**src/rtl/calc_key_sequencer_if.sv**
```systemverilog
// Keypad-to-ALU handshake bundle: key stream in, operation stream out, plus status.
// The slave modport is the sequencer side; the master modport drives keys and sinks operations.
interface calc_key_sequencer_if #(
  parameter int WIDTH = 8
);
  logic             key_valid_i;
  logic [3:0]       key_code_i;
  logic             key_ready_o;
  logic [WIDTH-1:0] a_o;
  logic [WIDTH-1:0] b_o;
  logic [1:0]       fct_o;
  logic             op_valid_o;
  logic             op_ready_i;
  logic             err_o;

  modport slave (
    input  key_valid_i, key_code_i, op_ready_i,
    output key_ready_o, a_o, b_o, fct_o, op_valid_o, err_o
  );

  modport master (
    output key_valid_i, key_code_i, op_ready_i,
    input  key_ready_o, a_o, b_o, fct_o, op_valid_o, err_o
  );
endinterface

```
**src/rtl/calc_key_sequencer.sv**
```systemverilog
// Keypad sequencer: builds decimal operands A/B and an operator, then issues one
// ALU operation per '=' over a registered valid/ready handshake.
module calc_key_sequencer #(
  parameter int WIDTH = 8
) (
  input logic                 clk_i,
  input logic                 rst_ni,
  calc_key_sequencer_if.slave bus
);

  typedef enum logic [1:0] {
    S_A     = 2'd0,
    S_OP    = 2'd1,
    S_B     = 2'd2,
    S_ISSUE = 2'd3
  } state_t;

  state_t           r_state;
  logic [WIDTH-1:0] r_a;
  logic [WIDTH-1:0] r_b;
  logic [1:0]       r_fct;
  logic             r_valid;
  logic             r_err;
  logic             r_key_ready;

  logic             w_accept;
  logic             w_is_digit;
  logic             w_is_op;
  logic             w_is_eq;
  logic             w_is_clr;
  logic [1:0]       w_fct;
  logic [WIDTH-1:0] w_acc;
  logic [WIDTH+3:0] w_new;
  logic             w_ovf;

  assign w_accept   = bus.key_valid_i & r_key_ready;
  assign w_is_digit = (bus.key_code_i <= 4'd9);
  assign w_is_op    = (bus.key_code_i >= 4'd10) && (bus.key_code_i <= 4'd13);
  assign w_is_eq    = (bus.key_code_i == 4'd14);
  assign w_is_clr   = (bus.key_code_i == 4'd15);
  assign w_fct      = 2'(bus.key_code_i - 4'd10);

  // Only one operand accumulates at a time; the wide sum exposes overflow in its top nibble.
  assign w_acc = (r_state == S_B) ? r_b : r_a;
  assign w_new = ((WIDTH+4)'(w_acc) * (WIDTH+4)'(10)) + (WIDTH+4)'(bus.key_code_i);
  assign w_ovf = |w_new[WIDTH+3:WIDTH];

  always_ff @(posedge clk_i or negedge rst_ni) begin
    if (!rst_ni) begin
      r_state     <= S_A;
      r_a         <= '0;
      r_b         <= '0;
      r_fct       <= 2'b00;
      r_valid     <= 1'b0;
      r_err       <= 1'b0;
      r_key_ready <= 1'b1;
    end else if (r_state == S_ISSUE) begin
      if (bus.op_ready_i) begin
        r_state     <= S_A;
        r_a         <= '0;
        r_b         <= '0;
        r_fct       <= 2'b00;
        r_valid     <= 1'b0;
        r_err       <= 1'b0;
        r_key_ready <= 1'b1;
      end
    end else if (w_accept) begin
      if (w_is_clr) begin
        r_state <= S_A;
        r_a     <= '0;
        r_b     <= '0;
        r_fct   <= 2'b00;
        r_err   <= 1'b0;
      end else if (w_is_digit) begin
        case (r_state)
          S_OP: begin
            r_b     <= WIDTH'(bus.key_code_i);
            r_state <= S_B;
          end
          S_B: begin
            if (w_ovf) r_err <= 1'b1;
            else       r_b   <= w_new[WIDTH-1:0];
          end
          default: begin
            if (w_ovf) r_err <= 1'b1;
            else       r_a   <= w_new[WIDTH-1:0];
          end
        endcase
      end else if (w_is_op) begin
        // Operators after B has started are dropped so the pending operation stays intact.
        if (r_state != S_B) begin
          r_fct   <= w_fct;
          r_state <= S_OP;
        end
      end else if (w_is_eq) begin
        if (r_state == S_B) begin
          r_state     <= S_ISSUE;
          r_valid     <= 1'b1;
          r_key_ready <= 1'b0;
        end
      end
    end
  end

  assign bus.key_ready_o = r_key_ready;
  assign bus.a_o         = r_a;
  assign bus.b_o         = r_b;
  assign bus.fct_o       = r_fct;
  assign bus.op_valid_o  = r_valid;
  assign bus.err_o       = r_err;

endmodule

```
**src/flat_wrapper.sv**
```systemverilog
// flat-port wrapper written by rule: the top's interface ports become plain ports
module calc_key_sequencer_flat 
#(
  parameter int WIDTH = 8
)
  (clk_i, rst_ni, bus_key_valid_i, bus_key_code_i, bus_op_ready_i, bus_key_ready_o, bus_a_o, bus_b_o, bus_fct_o, bus_op_valid_o, bus_err_o);
  calc_key_sequencer_if #(.WIDTH(WIDTH)) bus_i ();
  input logic clk_i;
  input logic rst_ni;
  input wire logic [$bits(bus_i.key_valid_i)-1:0] bus_key_valid_i;
  input wire logic [$bits(bus_i.key_code_i)-1:0] bus_key_code_i;
  input wire logic [$bits(bus_i.op_ready_i)-1:0] bus_op_ready_i;
  output wire logic [$bits(bus_i.key_ready_o)-1:0] bus_key_ready_o;
  output wire logic [$bits(bus_i.a_o)-1:0] bus_a_o;
  output wire logic [$bits(bus_i.b_o)-1:0] bus_b_o;
  output wire logic [$bits(bus_i.fct_o)-1:0] bus_fct_o;
  output wire logic [$bits(bus_i.op_valid_o)-1:0] bus_op_valid_o;
  output wire logic [$bits(bus_i.err_o)-1:0] bus_err_o;
  assign bus_i.key_valid_i = bus_key_valid_i;
  assign bus_i.key_code_i = bus_key_code_i;
  assign bus_i.op_ready_i = bus_op_ready_i;
  assign bus_key_ready_o = bus_i.key_ready_o;
  assign bus_a_o = bus_i.a_o;
  assign bus_b_o = bus_i.b_o;
  assign bus_fct_o = bus_i.fct_o;
  assign bus_op_valid_o = bus_i.op_valid_o;
  assign bus_err_o = bus_i.err_o;
  calc_key_sequencer #(.WIDTH(WIDTH)) u_core (.clk_i(clk_i), .rst_ni(rst_ni), .bus(bus_i));
endmodule
```
**config.mk**
```make
export PLATFORM = sky130hd
export DESIGN_NAME = calc_key_sequencer_flat
export DESIGN_NICKNAME = d
export VERILOG_FILES = /design/src/rtl/calc_key_sequencer_if.sv /design/src/rtl/calc_key_sequencer.sv /design/src/flat_wrapper.sv
export SDC_FILE = /design/constraint.sdc
export NUM_CORES = 1
export LEC_CHECK = 0
export ABC_AREA = 1
export CORE_MARGIN = 2
export CORE_UTILIZATION = 35
export CTS_BUF_LIST = sky130_fd_sc_hd__clkbuf_4 sky130_fd_sc_hd__clkbuf_8
export CTS_CLUSTER_SIZE = 24
export DETAILED_ROUTE_END_ITERATION = 16
export GPL_ROUTABILITY_DRIVEN = 0
export MAX_ROUTING_LAYER = met4
export SLEW_MARGIN = 20
export SYNTH_ARGS = -nofsm -noshare
export SYNTH_HDL_FRONTEND = slang
export SYNTH_SLANG_ARGS = --single-unit
```
**constraint.sdc**
```tcl
create_clock -name clk_i -period 4.15 [get_ports clk_i]
set_input_delay 1.0375 -clock clk_i [delete_from_list [all_inputs] [get_ports clk_i]]
set_output_delay 1.0375 -clock clk_i [all_outputs]
set_load 0.02 [all_outputs]
```
**Word-level counts from Yosys, hierarchy flattened**

Index checks and enable logic that the tools add are counted.

- Bitwise operators: 1
- Order comparisons: 3
- $mul: 1
- Add/subtract/negate cells: 2
- Multiplexer cells: 51
- Equal/unequal tests: 17
- Reduce and logical (&&, ||, !) cells: 19

Operators with widths:

| operator | number |
|---|---|
| 8-bit 2-to-1 mux | 12 |
| 2-bit 2-to-1 mux | 16 |
| 1-bit 2-to-1 mux | 22 |
| 5-bit AND reduction | 4 |
| 8-bit one-hot mux with 2 select lines | 1 |
| 12-bit by 4-bit adder with 12-bit output | 1 |
| 3-bit nonzero test | 4 |
| 8-bit by 3-bit multiplier with 11-bit output, second input constant | 1 |
| 2-bit != test, second input constant | 5 |
| 5-bit nonzero test | 2 |
| 4-bit == test, second input constant | 2 |
| 4-bit <= comparator, second input constant | 2 |
| 7-bit AND reduction | 1 |
| 3-bit by 1-bit != test with 1-bit output, second input constant | 2 |
| 6-bit AND reduction | 1 |
| 2-bit nonzero test | 3 |
| 5-bit by 4-bit != test with 1-bit output, second input constant | 1 |
| 2-bit == test, second input constant | 2 |
| 4-bit greater-or-equal comparator, second input constant | 1 |
| 4-bit by 3-bit != test with 1-bit output, second input constant | 1 |
| 4-bit != test, second input constant | 1 |
| 4-bit nonzero test | 1 |
| 4-bit OR reduction | 1 |
| 3-bit by 2-bit != test with 1-bit output, second input constant | 1 |
| 6 further kinds | 6 |

- Bits in registers: 23
- Word-level logic and storage cells: 101

**Longest topological paths before layout**

- Depth after elaboration: 11
- Depth in mapped cells: 22
- Gate-level depth less buffers: 21

**Worst setup path before layout**

OpenSTA, ideal clock, no wires.

- Path kind: reg2reg
- Start point: register u_core.r_state[0]
- End point: register u_core.r_a[0] (netlist: u_core.bus.a_o[0])
- Data required time: 4033 ps
- Cell stages (with the launch flop): 20
- Data arrival time: 3034 ps
- Buffers on the path: 1
- Slack: 999 ps
- Period minus slack after synthesis: 3151 ps
- Cell sequence: dfrtp_1 inv_1 ha_1 clkbuf_1 o21ai_0 ha_1 ha_1 fa_1 nand2_1 inv_1 nand2_1 nand3_1 nor2_1 nor2_1 nor2_2 nand2_4 nand2_4 nand2_4 nand2_1 nand2_1

- Longest elaborated chain between the ends: 7

Ends and longest elaborated chain:

| item | line | RTL |
|---|---|---|
| from (decl) | calc_key_sequencer.sv:18 | `state_t r_state;` |
| from (signal assigned) | calc_key_sequencer.sv:50 | `r_state <= S_A;` |
| from (signal assigned) | calc_key_sequencer.sv:59 | `r_state <= S_A;` |
| from (signal assigned) | calc_key_sequencer.sv:69 | `r_state <= S_A;` |
| 2-bit == test | calc_key_sequencer.sv:44, calc_key_sequencer.sv:75 |  |
| 8-bit 2-to-1 mux | calc_key_sequencer.sv:44 | `assign w_acc = (r_state == S_B) ? r_b : r_a;` |
| 8-bit by 3-bit multiplier with 11-bit output | calc_key_sequencer.sv:45 | `assign w_new = ((WIDTH+4)'(w_acc) * (WIDTH+4)'(10)) + (WIDTH+4)'(bus.key_code_i);` |
| 12-bit by 4-bit adder with 12-bit output | calc_key_sequencer.sv:45 |  |
| 4-bit OR reduction | calc_key_sequencer.sv:46 | `assign w_ovf = \|w_new[WIDTH+3:WIDTH];` |
| 3-bit by 2-bit != test with 1-bit output (no line) | n/a |  |
| 5-bit AND reduction (no line) | n/a |  |
| to (signal assigned) | calc_key_sequencer.sv:86 | `else r_a <= w_new[WIDTH-1:0];` |
| to (decl) | calc_key_sequencer.sv:19 | `logic [WIDTH-1:0] r_a;` |

Several ways; a longest one is shown, not always the timed one.
A chain may end at the register's enable or synchronous reset.

**Final worst setup path**

- Start point: register u_core.r_state[0]
- End point: register u_core.r_b[5] (netlist: u_core.bus.b_o[5])

- Longest elaborated chain between the ends: 10

Ends and longest elaborated chain:

| item | line | RTL |
|---|---|---|
| 2-bit == test | calc_key_sequencer.sv:44, calc_key_sequencer.sv:75 |  |
| 8-bit 2-to-1 mux | calc_key_sequencer.sv:44 |  |
| 8-bit by 3-bit multiplier with 11-bit output | calc_key_sequencer.sv:45 |  |
| 12-bit by 4-bit adder with 12-bit output | calc_key_sequencer.sv:45 |  |
| 8-bit 2-to-1 mux | calc_key_sequencer.sv:81 | `if (w_ovf) r_err <= 1'b1;` |
| 8-bit one-hot mux with 2 select lines | calc_key_sequencer.sv:75 | `case (r_state)` |
| 8-bit 2-to-1 mux | calc_key_sequencer.sv:74 | `end else if (w_is_digit) begin` |
| 8-bit 2-to-1 mux | calc_key_sequencer.sv:68 | `if (w_is_clr) begin` |
| 8-bit 2-to-1 mux | calc_key_sequencer.sv:67 | `end else if (w_accept) begin` |
| 8-bit 2-to-1 mux | calc_key_sequencer.sv:57 | `end else if (r_state == S_ISSUE) begin` |
| to (signal assigned) | calc_key_sequencer.sv:77 | `r_b <= WIDTH'(bus.key_code_i);` |
| to (signal assigned) | calc_key_sequencer.sv:82 | `else r_b <= w_new[WIDTH-1:0];` |
| to (decl) | calc_key_sequencer.sv:20 | `logic [WIDTH-1:0] r_b;` |

Several ways; a longest one is shown, not always the timed one. The select of a mux whose other input is x is not followed.

==> results by group <==
Power
  – Seq pwr share: 0.569
  – Int Power: 0.301 mW
  – Max IR drop VDD: 0.109 mV
  – Clock power frac: 0.362
  – Leak: 1.25 nW
  – Sw Pwr: 0.0924 mW
  – PD cells: 166 nW/um^2
  – Power, Total: 0.393 mW
  – Sw Ratio: 0.235
  – Comb pwr share: 0.069

Logic synthesis
  – Synth area leader: dfrtp_1
  – Mapped Cells: 268
  – Cell Area, Synth: 1970 um^2
  – Dominant cells by area after synthesis: dfrtp_1, nand2_1, ha_1
  – Synth warn: 0
  – Commonest cells post-synth: nand2_1, inv_1, nand3_1
  – Post-synth top area share: 0.280
  – Syn_area_per_cell: 7.34 um^2
  – EDFF count, synth: 0
  – Post-synth top flop: dfrtp_1
  – Post-synthesis sequential area ratio: 0.293
  – Post-synthesis register bit count: 23
  – Net Count, Synth: 297
  – Top-count cell post-synth: nand2_1
  – FFs w/ async S/R, synth: 1.00
  – Netlist cell types: 33

Finish
  – Net count, final: 328
  – Fraction of layout instances using a drive strength above 1: 0.128
  – Final Instance Area: 2370 um^2
  – Util after Layout: 0.433
  – Fin cells: 370
  – Antenna Cells: 0
  – Fill count: 585
  – Syn-to-layout area delta: 20.4%

STA
  – Post-route setup TNS: 0 ns
  – Period utilisation layout: 0.804
  – Unrepaired setup endpoints after global routing: false
  – Setup violations, final: 0
  – Fmax: 300 MHz
  – Hold Vio Cnt, Final: 0
  – Worst slew pin tran: 0.521 ns
  – WHS: 0.482 ns
  – Clk_skew: 0.00283 ns
  – Worst slew margin: 0.652
  – Max-slew violation count: 0
  – PnR worst setup slack: 0.815 ns
  – Crit path time final: 3.34 ns

Worst setup path
  – Path type of the worst setup path: reg2reg
  – WP data arrival: 3.49 ns
  – Worst setup EP type: flip-flop
  – Highest net fanout along the worst path: 14
  – CP Launch Type: flip-flop
  – CP required: 4.31 ns

Routing
  – Vias per cell: 4.84
  – Via Count: 1791
  – DR WL/cell: 13.1 um
  – DRC: 0
  – Antenna-violating nets left: 0
  – Drt pass-1 iters: 4
  – Drt total wl: 4860 um
  – Iter 0 DRT Violations: 144

Global route
  – Largest net degree at the start of global routing: 24
  – Global-route wire length before repair: 8470 um
  – Antenna violations before repair: 0
  – Vias in the first global route: 1806
  – Total gr overflow: 0
  – GRT Total Usage: 0.173

Die
  – Row count: 27
  – Initial Util: 0.359
  – I/O pin cnt: 29
  – Die W: 79.0 um
  – Die footprint: 6240 um^2
  – Core region area: 5470 um^2
  – Die Y: 79.0 um

Clock network
  – Cts hold-fix bufs: 0
  – Clock Sinks: 23
  – Clock tree from TritonCTS: yes
  – PostCTS Resize Cnt: 0
  – CTS Buffer Depth: 2
  – Clock Root Buffer: clkbuf_8
  – # H-tree levels: 1
  – Setup Buffers After CTS: 0
  – Clk Latency, worst-skew pair: 0.27 ns
  – Clk slew on worst S/H paths: 0.09 ns
  – Clock buffer count from CTS: 3

Flow run
  – Max-cap violation count: 0

Min path
  – Hold Path Class: reg2reg

Placed design
  – Port bufs: 28
  – Pre-CTS WS: 0.695 ns
  – Detailed Place HPWL: 3890 um
  – Dpl cells: 366
  – Area after DPL: 2330 um^2

Status
  – Status: finished, final reports clean
-- cells by family (layout without fill, tap and decap cells) --
family                     after synthesis  count (layout)  share of synthesized area
DFF                                     23              23                      0.293
AOI/OAI and AO/OA                       24              24                     0.0808
xor gates and xnor gates                 1               1                    0.00445
adders and majority gates               21              21                      0.141
buffers and inverters                   35              65                     0.0706
and+or+nand+nor                        164             164                      0.410
-- registers in the layout (all words and copies together) (netlist names) --
register                count
u_core.bus.key_ready_o      1
u_core.bus.op_valid_o       1
u_core.bus.a_o              8
u_core.bus.b_o              8
u_core.r_state              2
u_core.bus.err_o            1
u_core.bus.fct_o            2
-- path summary, 6_finish.rpt --
check                      cells after the start              startpoint  slack, ns                endpoint
max                                           20       u_core.r_state[0]       0.81       u_core.bus.b_o[5]
min                                            2  u_core.bus.key_ready_o       0.48  u_core.bus.key_ready_o
max reg2reg                                   20       u_core.r_state[0]       0.81       u_core.bus.b_o[5]
min reg2reg                                    2  u_core.bus.key_ready_o       0.48  u_core.bus.key_ready_o
max in group asynchronous                      1                  rst_ni       3.05  u_core.bus.key_ready_o
min in group asynchronous                      1                  rst_ni       0.74       u_core.bus.b_o[7]
-- critical path, cell delays in order (launching register included) --
cell and delay (ns):
dfrtp_1 0.42, inv_1 0.09, ha_1 0.30, inv_2 0.18, nand2_1 0.09, nand2_1 0.07, ha_1 0.30, ha_1 0.24
fa_1 0.40, nand2_1 0.09, nand2_1 0.07, nand3_1 0.10, nand2_1 0.06, inv_1 0.05, nand3_1 0.10, a21oi_2 0.20
nand2_4 0.11, nand2_8 0.10, nand2_4 0.10, nand2_1 0.08, nand2_1 0.05
-- layout make-up --
type	instances	area [um^2]	share of cell area
Sequential cell	23	577	0.244
Clock buffer	3	41.3	0.0174
Multi-Input combinational cell	210	1250	0.529
Timing Repair Buffer	29	283	0.119
Inverter	32	120	0.0507
Tap cell	72	90.1	0.0381
Clock inverter	1	5.00	0.00211
-- power groups by stage --
stage | clock [mW] | combinational [mW] | sequential [mW]
3_3_place_gp | 0 | 0.0280 | 0.228
6_report | 0.142 | 0.0270 | 0.224
5_1_grt | 0.157 | 0.0304 | 0.224
2_1_floorplan | 0 | 0.0126 | 0.228
3_5_place_dp | 0 | 0.0277 | 0.228
4_1_cts | 0.147 | 0.0278 | 0.224
-- per-layer routing --
layer,global-route usage,part of all wire
met3,0.0307,0.047
met5,-,0
met4,0.0328,0.016
met1,0.226,0.49
met2,0.286,0.45
-- cell usage in the layout (no fill, tap or decap), types with 2 or more instances in the layout --
cell             Yosys  final
nand3_2              5      5
nand2_1             87     87
inv_2                2      2
o31ai_1              2      2
nand2_4              6      6
o21ai_0              7      7
or2_2                3      3
nand4_1              3      3
clkinv_1             2      2
a21oi_1              8      8
dfrtp_1             22     22
fa_1                 2      2
clkdlybuf4s50_1      0     27
inv_1               28     28
nor3_1               2      2
nor2_4               2      2
nand2_2              5      5
clkbuf_8             0      3
nor2_1              22     22
ha_1                19     19
nand3_1             25     25
nor2_2               2      2
Note: power is estimated with default switching activity, not from simulation.
